===== config.mk =====
export PLATFORM = sky130hd
export DESIGN_NAME = comparator_seq_ctrl_flat
export DESIGN_NICKNAME = d
export VERILOG_FILES = /design/src/rtl/comparator_seq_ctrl_if.sv /design/src/rtl/comparator_seq_ctrl.sv /design/src/flat_wrapper.sv
export SDC_FILE = /design/constraint.sdc
export NUM_CORES = 1
export LEC_CHECK = 0
export ABC_AREA = 1
export CORE_UTILIZATION = 53
export CTS_CLUSTER_SIZE = 12
export DETAILED_ROUTE_END_ITERATION = 8
export PLACE_DENSITY = 0.91
export SYNTH_ARGS = -nofsm -noshare
export SYNTH_HDL_FRONTEND = slang
export SYNTH_SLANG_ARGS = --single-unit

===== constraint.sdc =====
create_clock -name clk -period 2.5 [get_ports clk]
set_input_delay 0.75 -clock clk [delete_from_list [all_inputs] [get_ports clk]]
set_output_delay 0.75 -clock clk [all_outputs]
set_load 0.03 [all_outputs]

===== src/rtl/comparator_seq_ctrl_if.sv =====
// Bundle of the load stream, result stream and comparator-array pins for comparator_seq_ctrl.
// Valid/ready: a beat transfers on a rising clock edge where valid and ready are both high; data is stable while valid waits.
interface comparator_seq_ctrl_if #(
  parameter int DATA_W = 64
);
  logic [DATA_W-1:0] s_data;
  logic              s_valid;
  logic              s_ready;
  logic [DATA_W-1:0] arr_d_in;
  logic              arr_d_en;
  logic              arr_switch;
  logic              arr_compare_en;
  logic              arr_compare_mode;
  logic [DATA_W-1:0] arr_d_out;
  logic [DATA_W-1:0] m_data;
  logic              m_valid;
  logic              m_ready;

  modport slave (
    input  s_data, s_valid, arr_d_out, m_ready,
    output s_ready, arr_d_in, arr_d_en, arr_switch, arr_compare_en, arr_compare_mode,
    output m_data, m_valid
  );

  modport master (
    output s_data, s_valid, arr_d_out, m_ready,
    input  s_ready, arr_d_in, arr_d_en, arr_switch, arr_compare_en, arr_compare_mode,
    input  m_data, m_valid
  );
endinterface


===== src/rtl/comparator_seq_ctrl.sv =====
// Job sequencer for the 32-lane comparator array: load words, switch, issue
// credit-limited compare strobes and return results through a small FIFO.
module comparator_seq_ctrl #(
  parameter int DATA_W     = 64,
  parameter int LEN_W      = 8,
  parameter int CMP_LAT    = 2,
  parameter int FIFO_DEPTH = 4
) (
  input  logic             clk,
  input  logic             rstl,
  input  logic             start,
  input  logic             mode,
  input  logic [LEN_W-1:0] load_len,
  input  logic [LEN_W-1:0] cmp_len,
  output logic             busy,
  output logic             done,
  output logic [2:0]       state_dbg,
  comparator_seq_ctrl_if.slave bus
);
  localparam int AW = $clog2(FIFO_DEPTH);
  localparam int CW = $clog2(FIFO_DEPTH) + 1;

  typedef enum logic [2:0] {
    S_IDLE    = 3'd0,
    S_LOAD    = 3'd1,
    S_SWITCH  = 3'd2,
    S_COMPARE = 3'd3,
    S_DRAIN   = 3'd4,
    S_FINISH  = 3'd5
  } state_t;

  state_t            state;
  logic [LEN_W-1:0]  load_left;
  logic [LEN_W-1:0]  cmp_left;
  logic [DATA_W-1:0] d_in_q;
  logic              d_en_q;
  logic              switch_q;
  logic              cen_q;
  logic              cmode_q;
  logic              done_q;

  logic [CMP_LAT-1:0] pipe;
  logic [CW-1:0]      inflight;
  logic [CW-1:0]      fifo_count;
  logic [AW-1:0]      wr_ptr;
  logic [AW-1:0]      rd_ptr;
  logic [DATA_W-1:0]  mem [FIFO_DEPTH];

  logic [CW:0] used;
  logic        credit;
  logic        issue;
  logic        push;
  logic        pop;

  // Credit counts results already queued plus those still travelling through the array.
  assign used   = {1'b0, fifo_count} + {1'b0, inflight};
  assign credit = used < (CW+1)'(FIFO_DEPTH);
  assign issue  = (state == S_COMPARE) && credit;
  assign push   = pipe[CMP_LAT-1];
  assign pop    = bus.m_valid && bus.m_ready;

  assign busy                 = (state != S_IDLE);
  assign done                 = done_q;
  assign state_dbg            = state;
  assign bus.s_ready          = (state == S_LOAD);
  assign bus.arr_d_in         = d_in_q;
  assign bus.arr_d_en         = d_en_q;
  assign bus.arr_switch       = switch_q;
  assign bus.arr_compare_en   = cen_q;
  assign bus.arr_compare_mode = cmode_q;
  assign bus.m_valid          = (fifo_count != '0);
  assign bus.m_data           = mem[rd_ptr];

  always_ff @(posedge clk or negedge rstl) begin
    if (!rstl) begin
      state     <= S_IDLE;
      load_left <= '0;
      cmp_left  <= '0;
      d_in_q    <= '0;
      d_en_q    <= 1'b0;
      switch_q  <= 1'b0;
      cen_q     <= 1'b0;
      cmode_q   <= 1'b0;
      done_q    <= 1'b0;
    end else begin
      d_en_q   <= 1'b0;
      switch_q <= 1'b0;
      cen_q    <= 1'b0;
      done_q   <= 1'b0;
      case (state)
        S_IDLE: if (start) begin
          cmode_q   <= mode;
          load_left <= load_len;
          cmp_left  <= cmp_len;
          state     <= (load_len != '0) ? S_LOAD : S_SWITCH;
        end
        S_LOAD: if (bus.s_valid) begin
          d_in_q    <= bus.s_data;
          d_en_q    <= 1'b1;
          load_left <= load_left - LEN_W'(1);
          if (load_left == LEN_W'(1)) state <= S_SWITCH;
        end
        S_SWITCH: begin
          switch_q <= 1'b1;
          state    <= (cmp_left != '0) ? S_COMPARE : S_FINISH;
        end
        S_COMPARE: if (credit) begin
          cen_q    <= 1'b1;
          cmp_left <= cmp_left - LEN_W'(1);
          if (cmp_left == LEN_W'(1)) state <= S_DRAIN;
        end
        S_DRAIN: if (inflight == '0 && fifo_count == '0) state <= S_FINISH;
        S_FINISH: begin
          // DONE lands in the first IDLE cycle, together with BUSY falling.
          done_q  <= 1'b1;
          cmode_q <= 1'b0;
          state   <= S_IDLE;
        end
        default: state <= S_IDLE;
      endcase
    end
  end

  always_ff @(posedge clk or negedge rstl) begin
    if (!rstl) begin
      pipe     <= '0;
      inflight <= '0;
    end else begin
      pipe[0] <= cen_q;
      for (int i = 1; i < CMP_LAT; i++) pipe[i] <= pipe[i-1];
      case ({issue, push})
        2'b10:   inflight <= inflight + CW'(1);
        2'b01:   inflight <= inflight - CW'(1);
        default: inflight <= inflight;
      endcase
    end
  end

  always_ff @(posedge clk or negedge rstl) begin
    if (!rstl) begin
      wr_ptr     <= '0;
      rd_ptr     <= '0;
      fifo_count <= '0;
      for (int i = 0; i < FIFO_DEPTH; i++) mem[i] <= '0;
    end else begin
      if (push) begin
        mem[wr_ptr] <= bus.arr_d_out;
        wr_ptr      <= wr_ptr + AW'(1);
      end
      if (pop) rd_ptr <= rd_ptr + AW'(1);
      case ({push, pop})
        2'b10:   fifo_count <= fifo_count + CW'(1);
        2'b01:   fifo_count <= fifo_count - CW'(1);
        default: fifo_count <= fifo_count;
      endcase
    end
  end
endmodule


===== src/flat_wrapper.sv =====
// flat-port wrapper written by rule: the top's interface ports become plain ports
module comparator_seq_ctrl_flat 
#(
  parameter int DATA_W     = 64,
  parameter int LEN_W      = 8,
  parameter int CMP_LAT    = 2,
  parameter int FIFO_DEPTH = 4
)
  (clk, rstl, start, mode, load_len, cmp_len, busy, done, state_dbg, bus_s_data, bus_s_valid, bus_arr_d_out, bus_m_ready, bus_s_ready, bus_arr_d_in, bus_arr_d_en, bus_arr_switch, bus_arr_compare_en, bus_arr_compare_mode, bus_m_data, bus_m_valid);
  comparator_seq_ctrl_if #(.DATA_W(DATA_W)) bus_i ();
  input  logic clk;
  input  logic rstl;
  input  logic start;
  input  logic mode;
  input  logic [LEN_W-1:0] load_len;
  input  logic [LEN_W-1:0] cmp_len;
  output logic busy;
  output logic done;
  output logic [2:0] state_dbg;
  input wire logic [$bits(bus_i.s_data)-1:0] bus_s_data;
  input wire logic [$bits(bus_i.s_valid)-1:0] bus_s_valid;
  input wire logic [$bits(bus_i.arr_d_out)-1:0] bus_arr_d_out;
  input wire logic [$bits(bus_i.m_ready)-1:0] bus_m_ready;
  output wire logic [$bits(bus_i.s_ready)-1:0] bus_s_ready;
  output wire logic [$bits(bus_i.arr_d_in)-1:0] bus_arr_d_in;
  output wire logic [$bits(bus_i.arr_d_en)-1:0] bus_arr_d_en;
  output wire logic [$bits(bus_i.arr_switch)-1:0] bus_arr_switch;
  output wire logic [$bits(bus_i.arr_compare_en)-1:0] bus_arr_compare_en;
  output wire logic [$bits(bus_i.arr_compare_mode)-1:0] bus_arr_compare_mode;
  output wire logic [$bits(bus_i.m_data)-1:0] bus_m_data;
  output wire logic [$bits(bus_i.m_valid)-1:0] bus_m_valid;
  assign bus_i.s_data = bus_s_data;
  assign bus_i.s_valid = bus_s_valid;
  assign bus_i.arr_d_out = bus_arr_d_out;
  assign bus_i.m_ready = bus_m_ready;
  assign bus_s_ready = bus_i.s_ready;
  assign bus_arr_d_in = bus_i.arr_d_in;
  assign bus_arr_d_en = bus_i.arr_d_en;
  assign bus_arr_switch = bus_i.arr_switch;
  assign bus_arr_compare_en = bus_i.arr_compare_en;
  assign bus_arr_compare_mode = bus_i.arr_compare_mode;
  assign bus_m_data = bus_i.m_data;
  assign bus_m_valid = bus_i.m_valid;
  comparator_seq_ctrl #(.DATA_W(DATA_W), .LEN_W(LEN_W), .CMP_LAT(CMP_LAT), .FIFO_DEPTH(FIFO_DEPTH)) u_core (.clk(clk), .rstl(rstl), .start(start), .mode(mode), .load_len(load_len), .cmp_len(cmp_len), .busy(busy), .done(done), .state_dbg(state_dbg), .bus(bus_i));
endmodule

# [Word-level counts from Yosys, hierarchy flattened]
# Cells that the tools add are included.
[word_totals] reg_bits=356 word_cells=102 output_inout_bits=139 input_bits=150
[op_classes] bitwise_logic=2 n_lt_le_gt_ge=4 muxes=31 n_eq_ne=17 reduce_logical=21 add_sub_neg=9
[op_table] operator="256-bit bitwise mux" n=1
[op_table] operator="64-bit 2-to-1 mux" n=3
[op_table] operator="64-bit binary-select mux with 2-bit select" n=1
[op_table] operator="64-bit demux with 2-bit select" n=1
[op_table] operator="8-bit 2-to-1 mux" n=4
[op_table] operator="8-bit one-hot mux with 2 select lines" n=2
[op_table] operator="3-bit 2-to-1 mux" n=7
[op_table] operator="8-bit by 1-bit == test with 1-bit output (second input constant)" n=2
[op_table] operator="8-bit nonzero test" n=2
[op_table] operator="8-bit by 1-bit subtractor with 8-bit output (second input constant)" n=2
[op_table] operator="3-bit one-hot mux with 5 select lines" n=1
[op_table] operator="3-bit one-hot mux with 2 select lines" n=2
[op_table] operator="2-bit nonzero test" n=5
[op_table] operator="3-bit logical NOT" n=3
[op_table] operator="1-bit 2-to-1 mux" n=7
[op_table] operator="3-bit by 1-bit adder with 3-bit output (second input constant)" n=2
[op_table] operator="3-bit by 2-bit == test with 1-bit output (second input constant)" n=2
[op_table] operator="3-bit == test (second input constant)" n=2
[op_table] operator="3-bit >= comparator (second input constant)" n=2
[op_table] operator="2-bit by 1-bit != test with 1-bit output (second input constant)" n=3
[op_table] operator="2-bit != test (second input constant)" n=3
[op_table] operator="2-bit inverter with 3-bit output" n=2
[op_table] operator="3-bit AND reduction" n=2
[op_table] operator="6-bit AND reduction" n=1
[op_table] operator="other kinds (13)" n=22

# [Logic depth before layout (Yosys ltp)]
# Gate-level depths: netlist (run 1).
[depth] word_depth=6 depth_mapped=13 depth_no_buf=12

# [Worst setup path before layout (run 1)]
# Ideal clock, no wire load.
[synth_timing] path_type="flip-flop to output port" startpoint="register u_core.rd_ptr[0]" endpoint="output port bus_m_data[17]" path_buffers=3 arrival_ns=1.559 slack_ns=0.191 stages_incl_launch_ff=7 t_required_ns=1.750 path_cell_list="dfrtp_1 buf_2 inv_2 buf_2 clkbuf_1 o21ai_0 o22ai_1"
[synth_between] elab_chain_cells=4
[synth_rtl] element="start, declared" line="comparator_seq_ctrl.sv:46" source="logic [AW-1:0] rd_ptr;"
[synth_rtl] element="start signal, assigned" line="comparator_seq_ctrl.sv:150" source="if (pop) rd_ptr <= rd_ptr + AW'(1);"
[synth_rtl] element="2-bit inverter with 3-bit output (implied by the code)" line="comparator_seq_ctrl.sv:72" source="assign bus.m_data = mem[rd_ptr];"
[synth_rtl] element="64-bit binary-select mux with 2-bit select" line="comparator_seq_ctrl.sv:72"
[synth_rtl] element="64-bit 2-to-1 mux (implied by the code) (2 in series)" line="comparator_seq_ctrl.sv:72"
[synth_rtl] element="end, declared" line="flat_wrapper.sv:30" source="output wire logic [$bits(bus_i.m_data)-1:0] bus_m_data;"
# Every way passes these cells. The select of a mux whose other input is x is not followed.

# [Worst setup path after layout (run 1)]
[layout_timing] startpoint="register u_core.rd_ptr[0]" endpoint="output port bus_m_data[44]"
# Same word-level chain as after synthesis.

==> results of run 1 <==
-- cells in the mapped netlist (all sizes together) --
cell type / count / area share [%]
nor3: 1 / 0.032
o21ai: 410 / 13
o22ai: 68 / 2.7
inv: 105 / 2.6
nor2: 171 / 4.3
dfrtp: 356 / 58
clkbuf: 76 / 1.8
fa: 2 / 0.26
o211ai: 1 / 0.049
ha: 13 / 1.1
nand3: 22 / 0.79
xnor2: 3 / 0.17
a21oi: 9 / 0.29
xor2: 6 / 0.34
a31oi: 1 / 0.040
buf: 40 / 1.5
nand2: 534 / 13
or2: 2 / 0.097
clkinv: 2 / 0.049
-- per-stage QoR --
stage          cells  power, mW
2_1_floorplan   1822       18.2
3_3_place_gp    2407       22.8
3_5_place_dp    2407       23.4
4_1_cts         2491       30.4
5_1_grt         2501       34.2
6_report        2502       32.6
-- final timing paths --
kind                       slack, ns                              to                        startpoint
max                            -0.23                  bus_m_data[44]      u_core.rd_ptr[0]$_DFFE_PN0N_
min                             0.14      u_core.mem[10]$_DFFE_PN0P_                              rstl
max reg2reg                     0.28  u_core.inflight[2]$_DFFE_PN0P_  u_core.fifo_count[1]$_DFFE_PN0P_
min reg2reg                     0.34        u_core.pipe[1]$_DFF_PN0_          u_core.pipe[0]$_DFF_PN0_
max in group asynchronous       1.57      u_core.mem[96]$_DFFE_PN0P_                              rstl
min in group clk                0.34        u_core.pipe[1]$_DFF_PN0_          u_core.pipe[0]$_DFF_PN0_
-- power by group through the flow --
stage               Clock, mW  Sequential (mW)  Combinational (mW)
global placement            0             9.80                13.0
floorplan                   0             10.6                7.55
CTS                      5.84             9.99                14.6
global route             6.09             10.5                17.6
finish                   5.81             10.3                16.5
detailed placement          0             9.96                13.4
-- per-layer routing --
layer	wire length (um)	global-route usage, %	vias to the layer above
li1	-	-	6455
met1	17400	35.4	6942
met2	23800	51.2	834
met3	4660	6.90	198
met4	2820	16.1	0
met5	0	0	-
-- flip-flops by register name (all words and copies together), names as in the netlist --
signal and cells:
u_core.bus.arr_compare_mode 1, u_core.bus.arr_compare_en 1, u_core.rd_ptr 2, u_core.bus.arr_d_en 1
u_core.mem 256, u_core.done 1, u_core.pipe 2, u_core.cmp_left 8
u_core.bus.arr_switch 1, u_core.fifo_count 3, u_core.wr_ptr 2, u_core.load_left 8
u_core.inflight 3, u_core.state_dbg 3, u_core.bus.arr_d_in 64
-- kinds of logic (layout without fill, tap and decap cells) --
family | count (synthesis) | after routing | synth area share (%)
AOI/OAI and AO/OA | 489 | 489 | 16.4
xor gates and xnor gates | 9 | 9 | 0.510
adders and majority gates | 15 | 15 | 1.31
buffers and inverters | 223 | 516 | 5.94
DFF | 356 | 356 | 57.6
other | 0 | 3 | 0
and+or+nand+nor | 730 | 730 | 18.3
-- repair_timing --
| action | CTS | global route |
|---|---|---|
| setup endpoints to repair | 69 | 66 |
| pin swaps | 7 | 48 |
| cloned | 8 | 7 |
| gates resized for setup | 75 | 212 |
| buffers inserted | 8 | 2 |
-- placed cells by master (no fill, tap or decap), types with 13 or more instances in the layout --
master	n
o21ai_0	307
clkbuf_1	14
o22ai_1	19
nand3_1	21
inv_1	97
o21ai_2	33
nor2_1	141
buf_4	53
o21ai_1	61
nand2_1	525
buf_6	27
dfrtp_1	354
buf_12	18
clkdlybuf4s50_1	218
nor2_2	23
o22ai_2	47
ha_1	13
clkbuf_16	47
-- area by class of cell --
cell class | instances | area, um2 | area share (%)
multi-input cells | 1243 | 6310 | 29.8
clock buffers | 62 | 1170 | 5.54
repair inverters | 1 | 8.76 | 0.0413
inverters | 107 | 424 | 2.00
diodes | 3 | 7.51 | 0.0354
repair buffers | 340 | 3760 | 17.7
well taps | 384 | 480 | 2.27
clock inverters | 6 | 109 | 0.514
flip-flops and latches | 356 | 8910 | 42.1
==> run metrics, run 1 <==
HP Class=in2async; Syn Area/Cell=8.49 um2; Critical Path Most Common Cell=buf_6; gpl congestion=0.916; Initial Util=53.9%; status=finished with violations; vias in the first global route=14303; Buf/Inv on CP=3; Layout Skew=0.0107 ns; unrepaired setup endpoints after global routing=yes; worst path arrival time=1.98 ns; Crit. End Element=primary output; Fillers=1818; MaxCap Viol Count=0; Slew HR=41.3%; Buffers on Ports=288; Worst setup SP type=flip-flop; die area=0.0299 mm2; PD cells=1540 mW/mm2; Routed Antenna Nets=0; max-slew violation count=0; slowest stage delay, CP=0.59 ns; crit-path max FO=16; Post-Syn Nets=1987; Final min period=2.73 ns; 1st-iter DRT viols=1580; Die X=173 um; area grow syn2layout=37.0%; Nets=2253; Die H=173 um; hpwl dp=26.5 mm; clk_lat worst skew=0.52 ns; hold buffers post-CTS=0; io pins=289; root buffer cell=clkbuf_16; NetSw=14.1 mW; Reg power frac=31.5%; Final period util=109%; flops & latches, synth=356; fmax=367 MHz; finished layout cell area=0.0212 mm2; initial antenna violation count=3; DR pass1 iterations=8; layout cell share with drive strength beyond 1=14.9%; Sink Count=356; Wirelength per Cell=19.4 um; final core occ=73.8%; core region area=0.0287 mm2; pin slew with the least headroom to its limit=0.881 ns; power share of the clock group=17.8%; Post-DP Area=0.0186 mm2; WP depth=5; Rows=62; count of different cell masters after synthesis=31; Remaining DRCs=0; synth warn=0; clock buffer count from CTS=39; CTS H-tree depth=2; GRT overflow=0; switching part of the total=43.1%; final hold slack=0.138 ns; clk slew on worst S/H paths=0.06 ns; mapped cell area=0.0155 mm2; worst r2r path cells=11; pre-CTS setup slack=0.0153 ns; critical path data required time=1.75 ns; crit path cell chain=buf_6 > buf_16 > nor2_1 > o22ai_2 > buf_6; cells after synthesis=1822; final WL=48.6 mm; failing checks=negative setup slack; first-pass GRT wire length=72.0 mm; CTS tree=yes; gr usage total=30.0%; Cell Int Power=18.6 mW; Slowest-stage cell, CP=dfrtp_4; Final WS setup=-0.225 ns; Setup TNS=-9.45 ns; Leak=10.2 nW; Max clock buf depth=3; via/cell ratio=5.77; Comb power frac=50.7%; vias after detailed routing=14429; CP delay by family, top=flip-flops; worst vdd rail ir drop=1.25 mV; Final Hold Viols=0; post-synthesis sequential area ratio=57.6%; Finish-stage setup viols=64; largest net degree at the start of global routing=95; Crit Path Class=reg2out
Note: power is estimated with default switching activity, not from simulation.
==> run 2: changes to the inputs <==
- ABC_CLOCK_PERIOD_IN_PS: unset -> 2500
==> results of run 2 <==
Same layout as run 1: the final DEF is identical, and so are final timing and power.
